$ cat src/rtl/int_wb_pkg.sv
// int_wb_pkg: shared types and constants for the integer write-back arbiter.
package int_wb_pkg;
    localparam int REG_ADDR_W = 5;

    typedef enum logic {
        WB_SRC_PIPE = 1'b0,
        WB_SRC_DIV  = 1'b1
    } wb_src_e;

    typedef struct packed {
        logic                  we;
        logic [REG_ADDR_W-1:0] rd;
        logic [31:0]           data;
    } wb_req_t;
endpackage

$ cat src/rtl/wb_hold_buffer.sv
// wb_hold_buffer: one-entry holding register for a divider result that lost arbitration.
module wb_hold_buffer
    import int_wb_pkg::*;
#(
    parameter int XLEN = 32
) (
    input  logic                  clk,
    input  logic                  reset_n,
    input  logic                  capture_i,
    input  logic                  release_i,
    input  logic [REG_ADDR_W-1:0] rd_i,
    input  logic [XLEN-1:0]       data_i,
    output logic                  valid_o,
    output logic [REG_ADDR_W-1:0] rd_o,
    output logic [XLEN-1:0]       data_o
);
    logic                  valid_q, valid_d;
    logic [REG_ADDR_W-1:0] rd_q, rd_d;
    logic [XLEN-1:0]       data_q, data_d;

    always_comb begin
        valid_d = capture_i ? 1'b1 : (release_i ? 1'b0 : valid_q);
        rd_d    = capture_i ? rd_i : rd_q;
        data_d  = capture_i ? data_i : data_q;
    end

    always_ff @(posedge clk or negedge reset_n) begin
        if (!reset_n) begin
            valid_q <= 1'b0;
            rd_q    <= '0;
            data_q  <= '0;
        end else begin
            valid_q <= valid_d;
            rd_q    <= rd_d;
            data_q  <= data_d;
        end
    end

    assign valid_o = valid_q;
    assign rd_o    = rd_q;
    assign data_o  = data_q;
endmodule

$ cat src/rtl/int_wb_arbiter.sv
// int_wb_arbiter: picks one register-file writer per cycle (pipeline WB vs divider).
// INT_WB_STARVE_GUARD_EN adds a starvation counter that stalls the pipeline for a held result.
module int_wb_arbiter
    import int_wb_pkg::*;
#(
    parameter int XLEN         = 32,
    parameter int STARVE_LIMIT = 4
) (
    input  logic                  clk,
    input  logic                  reset_n,
    input  logic                  reg_write_wb,
    input  logic [REG_ADDR_W-1:0] rd_wb,
    input  logic [XLEN-1:0]       result_wb,
    input  logic                  div_valid,
    input  logic [REG_ADDR_W-1:0] div_rd,
    input  logic [XLEN-1:0]       div_result,
    output logic                  div_ready,
    output logic                  reg_write_p_mux,
    output logic [REG_ADDR_W-1:0] waddr_wb,
    output logic [XLEN-1:0]       wdata_wb,
    output logic                  wb_src,
    output logic                  stall_wb
);
    logic                  hold_valid;
    logic [REG_ADDR_W-1:0] hold_rd;
    logic [XLEN-1:0]       hold_data;
    logic                  div_hs, g_pipe, g_hold, g_div;
    wb_src_e               src;

    assign div_ready = ~hold_valid;
    assign div_hs    = div_valid & div_ready;
    assign g_hold    = stall_wb | (~reg_write_wb & hold_valid);
    assign g_pipe    = ~stall_wb & reg_write_wb;
    assign g_div     = ~stall_wb & ~reg_write_wb & ~hold_valid & div_hs;

    always_comb begin
        waddr_wb        = g_pipe ? rd_wb : (g_hold ? hold_rd : (g_div ? div_rd : '0));
        wdata_wb        = g_pipe ? result_wb : (g_hold ? hold_data : (g_div ? div_result : '0));
        src             = (g_hold | g_div) ? WB_SRC_DIV : WB_SRC_PIPE;
        reg_write_p_mux = (g_pipe | g_hold | g_div) & (waddr_wb != '0);
    end

    assign wb_src = src;

    wb_hold_buffer #(.XLEN(XLEN)) u_hold (
        .clk       (clk),
        .reset_n   (reset_n),
        .capture_i (div_hs & ~g_div),
        .release_i (g_hold),
        .rd_i      (div_rd),
        .data_i    (div_result),
        .valid_o   (hold_valid),
        .rd_o      (hold_rd),
        .data_o    (hold_data)
    );

`ifdef INT_WB_STARVE_GUARD_EN
    localparam int CW = $clog2(STARVE_LIMIT + 1);
    logic [CW-1:0] starve_cnt_q, starve_cnt_d;

    // Counter cannot pass the limit: reaching it forces the held grant, which clears it.
    always_comb begin
        starve_cnt_d = g_hold ? '0 : ((hold_valid & g_pipe) ? starve_cnt_q + 1'b1 : starve_cnt_q);
    end

    always_ff @(posedge clk or negedge reset_n) begin
        if (!reset_n) starve_cnt_q <= '0;
        else          starve_cnt_q <= starve_cnt_d;
    end

    assign stall_wb = (starve_cnt_q == CW'(STARVE_LIMIT)) & hold_valid;
`else
    logic unused_limit;
    assign unused_limit = |STARVE_LIMIT;
    assign stall_wb     = 1'b0;
`endif

    // The scoreboard never lets a pipeline write race a held result to the same register.
    a_no_waw: assert property (@(posedge clk) disable iff (!reset_n)
        !(hold_valid & reg_write_wb & (rd_wb == hold_rd) & (rd_wb != '0)));
endmodule
$ cat config.mk
export PLATFORM = sky130hd
export DESIGN_NAME = int_wb_arbiter
export DESIGN_NICKNAME = d
export VERILOG_FILES = /design/src/rtl/int_wb_pkg.sv /design/src/rtl/wb_hold_buffer.sv /design/src/rtl/int_wb_arbiter.sv
export SDC_FILE = /design/constraint.sdc
export NUM_CORES = 1
export LEC_CHECK = 0
export BUFFER_PORTS_ARGS = -buffer_cell sky130_fd_sc_hd__buf_4
export CORE_ASPECT_RATIO = 2
export CORE_MARGIN = 3
export CORE_UTILIZATION = 31
export DETAILED_ROUTE_END_ITERATION = 8
export MAX_ROUTING_LAYER = met4
export PLACE_DENSITY_LB_ADDON = 0.05
export SYNTH_ARGS = -nofsm -noshare
export SYNTH_HDL_FRONTEND = slang
export SYNTH_SLANG_ARGS = --single-unit
$ cat constraint.sdc
create_clock -name clk -period 3.9 [get_ports clk]
set_input_delay 0.195 -clock clk [delete_from_list [all_inputs] [get_ports clk]]
set_output_delay 0.195 -clock clk [all_outputs]
set_load 0.03 [all_outputs]
# == After elaboration in Yosys (flattened, before gate mapping) ==
# Index checks and enable logic that the tools add are counted.
# totals
reg_bits,38
out_inout_bits,41
# classes
n_mux,9
bitwise,12
n_reduce_logical,2
# op_table
operator,n
2-to-1 mux 32 bit,3
2-to-1 mux 5 bit,3
AND 1 bit,6
nonzero test 5 bit,1
2-to-1 mux 1 bit,3
NOT 1 bit,3
OR 1 bit,3
nonzero test 2 bit,1

# == Logic depth before layout (Yosys ltp) ==
# logic_depth
depth_word,8
depth_mapped,5
mapped_depth_nobuf,4

# == By module ==
# Synthesis repeated with hierarchy kept, for this count alone.
# unflattened
cells_unflattened,222
area_unflattened_um2,2299.7
# by_module_without_submodules
module,instances,cells_per_inst,area_each_um2,seq_area_each_um2
wb_hold_buffer,1,81,1488.9,950.9
int_wb_arbiter,1,141,810.8,0.0

# == Least setup slack after synthesis ==
# OpenSTA, ideal clock, no wires.
# synth_path
kind,register -> output
startpoint,"reg u_hold.valid_q, in the netlist u_hold.valid_o"
endpoint,out wdata_wb[21]
t_arrival_ps,1896
setup_slack_ps,1809
stages_incl_launch_ff,6
n_path_buf,1
cell_sequence,dfrtp_1 inv_2 clkbuf_1 and3_1 a21oi_1 o21ai_0
# synth_between
elab_chain_len,6
word_cells_on_any_way,8
cone_classes,mux (3); bitwise (5)
# synth_lines
item,line_no,text
start: declaration,wb_hold_buffer.sv:17,"logic valid_q, valid_d;"
start signal: assignment,wb_hold_buffer.sv:33,valid_q <= valid_d;
NOT 1 bit *,int_wb_arbiter.sv:30,assign div_ready = ~hold_valid;
net div_ready,int_wb_arbiter.sv:17,"output logic div_ready,"
AND 1 bit (on tied branches),"int_wb_arbiter.sv:34, int_wb_arbiter.sv:31",
AND 1 bit *,int_wb_arbiter.sv:34,assign g_div = ~stall_wb & ~reg_write_wb & ~hold_valid & div_hs;
2-to-1 mux 32 bit * (3 in a row),int_wb_arbiter.sv:38,wdata_wb = g_pipe ? result_wb : (g_hold ? hold_data : (g_div ? div_result : '0));
end: declaration,int_wb_arbiter.sv:20,"output logic [XLEN-1:0] wdata_wb,"
# The timed path passes the listed nets; every way through them passes the cells marked *.

# == Worst setup path in the final report ==
# layout_path
startpoint,"reg u_hold.valid_q, in the netlist u_hold.valid_o"
endpoint,"reg u_hold.data_q[9], in the netlist u_hold.data_o[9]"
# layout_between
elab_chain_len,5
word_cells_on_any_way,6
cone_classes,bitwise (6)
# layout_lines
item,line_no,text
NOT 1 bit *,"int_wb_arbiter.sv:30, int_wb_arbiter.sv:34",
AND 1 bit (on tied branches),"int_wb_arbiter.sv:34, int_wb_arbiter.sv:31",
AND 1 bit,int_wb_arbiter.sv:34,
NOT 1 bit,int_wb_arbiter.sv:48,".capture_i (div_hs & ~g_div),"
AND 1 bit *,int_wb_arbiter.sv:48,
end signal: assignment,wb_hold_buffer.sv:35,data_q <= data_d;
end: declaration,wb_hold_buffer.sv:19,"logic [XLEN-1:0] data_q, data_d;"
# Mark *: on every way between the ends. The rest lies on a longest branch, timed or not.
# A chain may end at the register's enable or synchronous reset.

==> summary.txt <==
Route
  • DR vias/cell: between 4 and 5
  • Detailed Routing Iterations Pass 1: 4
  • Initial DRC count: 127
  • Total number of vias: approximately 2,200
  • Post-route ant nets: 0
  • DR WL/cell: 15.1 µm
  • Post-Route WL: just under 7000 µm
  • Residual DRC count: 0

STA
  • Minimum clock period: 2.17 ns
  • Setup Viol. Count Final: 0
  • Final period utilization: roughly 56%
  • Worst-Margin Slew: 0.743 ns
  • RSZ-0062 raised after global routing: no
  • Final-report hold violation count: 0
  • Layout Skew: roughly 0.0046 ns
  • Sum Neg Setup Slack: 0 ns
  • Slew HR: approximately half
  • Setup WS post-layout: between 1.5 and 2 ns
  • Fmax achieved: 461 MHz
  • Fin. max-slew vios: 0

Synth
  • Largest cells by area after synthesis: dfrtp_1 (39%), mux2_4 (19%), and3_1 (8.5%), a21oi_1 (8.5%), o21ai_0 (6.2%)
  • Commonest cells in the netlist: a21oi_1 (41), dfrtp_1 (38), and3_1 (33), nand2_1 (33)
  • EDFF count, synth: 0
  • Synth Warn #: 0
  • Area leader, netlist: dfrtp_1
  • Cells after synthesis: 254
  • Synth Register Bits: 38
  • Synth top area share: between 30% and 40%
  • Average cell area after synthesis: 9.53 µm²
  • Synthesized area: ~2400 µm²
  • Syn nets: ~330
  • Async set or reset register ratio after synthesis: 100%
  • Most common cell in the netlist: a21oi_1
  • Post-synthesis sequential area ratio: 39.3%
  • Top_reg_cell synth: dfrtp_1
  • Distinct cells, synth: 21

Clocking
  • Root buffer cell: clkbuf_16
  • Worst-Skew Late Latency: ~0.28 ns
  • CTS Sinks: 38
  • Clock slew seen by the registers of the worst setup and hold paths: approximately 0.060 ns
  • CTS Buf Count: 5
  • Post-CTS setup buffer count: 0
  • CTS tree: done
  • Clock tree buffer depth: 2
  • CTS HTree Levels: 2

Run status
  • Status: complete, no violations

Setup path
  • Critical Path Max Stage Delay: approximately 0.7 ns
  • CP required: between 4 and 5 ns
  • CP Max Fanout: 37
  • Ordered list of cells on the worst path: inv_2 > nand3_4 > mux2_4
  • Worst setup EP type: flip-flop
  • CP Class: reg2reg
  • CP max stage cell: nand3_4
  • Reg-to-reg slack, setup: 1.73 ns
  • CP Launch Type: flip-flop
  • Arrival time worst endpoint: roughly 2.3 ns

Placed design
  • GPL Wtd Cong: 0.752
  • DP Worst Slack: roughly 1.7 ns
  • Hpwl dp: ~4500 µm
  • Input/output buffers: between 100 and 150

Floorplan
  • Ports: about 120
  • Initial core utilization: between 30% and 40%
  • Chip width: about 68 µm
  • Row count: between 40 and 50
  • Die area: 8970 µm²
  • Chip Height: about 130 µm
  • Core Area: roughly 7600 µm²

Pwr
  • Tot Pwr: ~1.4 mW
  • Leakage power: around 1.8 nW
  • Pwr dens: between 300 and 400 nW/µm²
  • Maximum vdd drop: about 0.00019 V

Global route
  • Vias in the first global route: about 2,000
  • Initial antenna violation count: 0
  • First-pass GRT wire length: about 10,000 µm
  • Grt ovf: 0
  • Largest net degree at the start of global routing: 79
  • GRT Total Usage: between 10% and 20%

Worst hold path
  • Worst hold path type: in2reg

Flow run
  • Total of max-cap violations: 0

Cells and area
  • # diodes: 0
  • Fin nets: approximately 440
  • Area growth, synth to finish: 42.5%
  • Share of cells above drive strength 1: 45.8%
[metal layers]
layer  vias to the layer above  GRT usage, %  share of wire [%]
met5                         -             -                  0
met4                         0          5.63                1.4
met3                         6          3.08                6.1
met1                       984          19.0                 40
li1                       1102             -                  -
met2                        77          25.9                 52
[worst paths after layout]
| check | start | to | depth (start not counted) |
|---|---|---|---|
| worst max-delay path | u_hold.valid_o | u_hold.data_o[9] | 3 |
| worst min-delay path | div_rd[3] | u_hold.rd_o[3] | 2 |
| worst max register to register | u_hold.valid_o | u_hold.data_o[9] | 3 |
| worst min register to register | u_hold.data_o[15] | u_hold.data_o[15] | 1 |
| max in group asynchronous | reset_n | u_hold.data_o[24] | 2 |
| min in group asynchronous | reset_n | u_hold.data_o[20] | 2 |
[power breakdown]
| part | internal, mW | switching [mW] |
|---|---|---|
| registers | 0.468 | 0.0408 |
| clock network | 0.253 | 0.153 |
| logic | 0.229 | 0.212 |
| total | 0.951 | 0.405 |
[what timing repair did]
item / 4_1_cts / 5_1_grt
endpoints found under the hold margin: 38 / 0
hold buffers: 1 / 0
gates resized for setup: 0 / 0
[flip-flops by register name, indices dropped and copies added, names as in the netlist]
| signal | cells |
|---|---|
| u_hold.valid_o | 1 |
| u_hold.data_o | 32 |
| u_hold.rd_o | 5 |
[logic make-up after synthesis]
logic type / after synthesis / share of synthesized area (%)
AND/OR/NAND/NOR: 79 / 17.5
AO/OA/AOI/OAI: 75 / 15.6
flip-flops: 38 / 39.3
multiplexers: 37 / 21.9
buffers and inverters: 24 / 5.58
other: 1 / 0.155
[layout by cell type (no fill, tap or decap), drive strengths merged]
| master | count |
|---|---|
| buf | 118 |
| a21oi | 41 |
| dfrtp | 38 |
| mux2 | 37 |
| and3 | 33 |
| nand2 | 33 |
| o21ai | 33 |
| clkbuf | 7 |
| nand3b | 4 |
| nor2b | 4 |
| nor2 | 2 |
| inv | 1 |
| and2b | 1 |
| nor4 | 1 |
| o211ai | 1 |
| nand3 | 1 |
| conb | 1 |
| clkinv | 1 |
| dlygate4sd3 | 1 |
[cell type report]
cell class,instances,area (µm²)
multi-input combinational,192,1340
timing repair buffer,119,896
sequential,38,951
inverter,1,3.75
fill,766,4150
clock buffer,7,143
clock inverter,1,5.00
tap,94,118
[critical path: cells and delay by family (launching register included)]
kind	cells	cell delay (ns)
simple gates	1	0.68
mux	1	0.52
buf+inv	1	0.42
flops	1	0.38
[per-stage QoR]
| step | utilization [%] | cells | instance area (µm²) | hold WS (ns) |
|---|---|---|---|---|
| 6_report | 45.4 | 452 | 3450 | 0.149 |
| 5_1_grt | 45.4 | 452 | 3450 | 0.144 |
| 3_5_place_dp | 43.3 | 443 | 3290 | 0.207 |
| 3_3_place_gp | 43.3 | 443 | 3290 | 0.205 |
| 2_1_floorplan | - | 254 | 2420 | -0.101 |
| 4_1_cts | 45.4 | 452 | 3450 | 0.135 |
No activity file was read; power rests on OpenSTA's default activity.
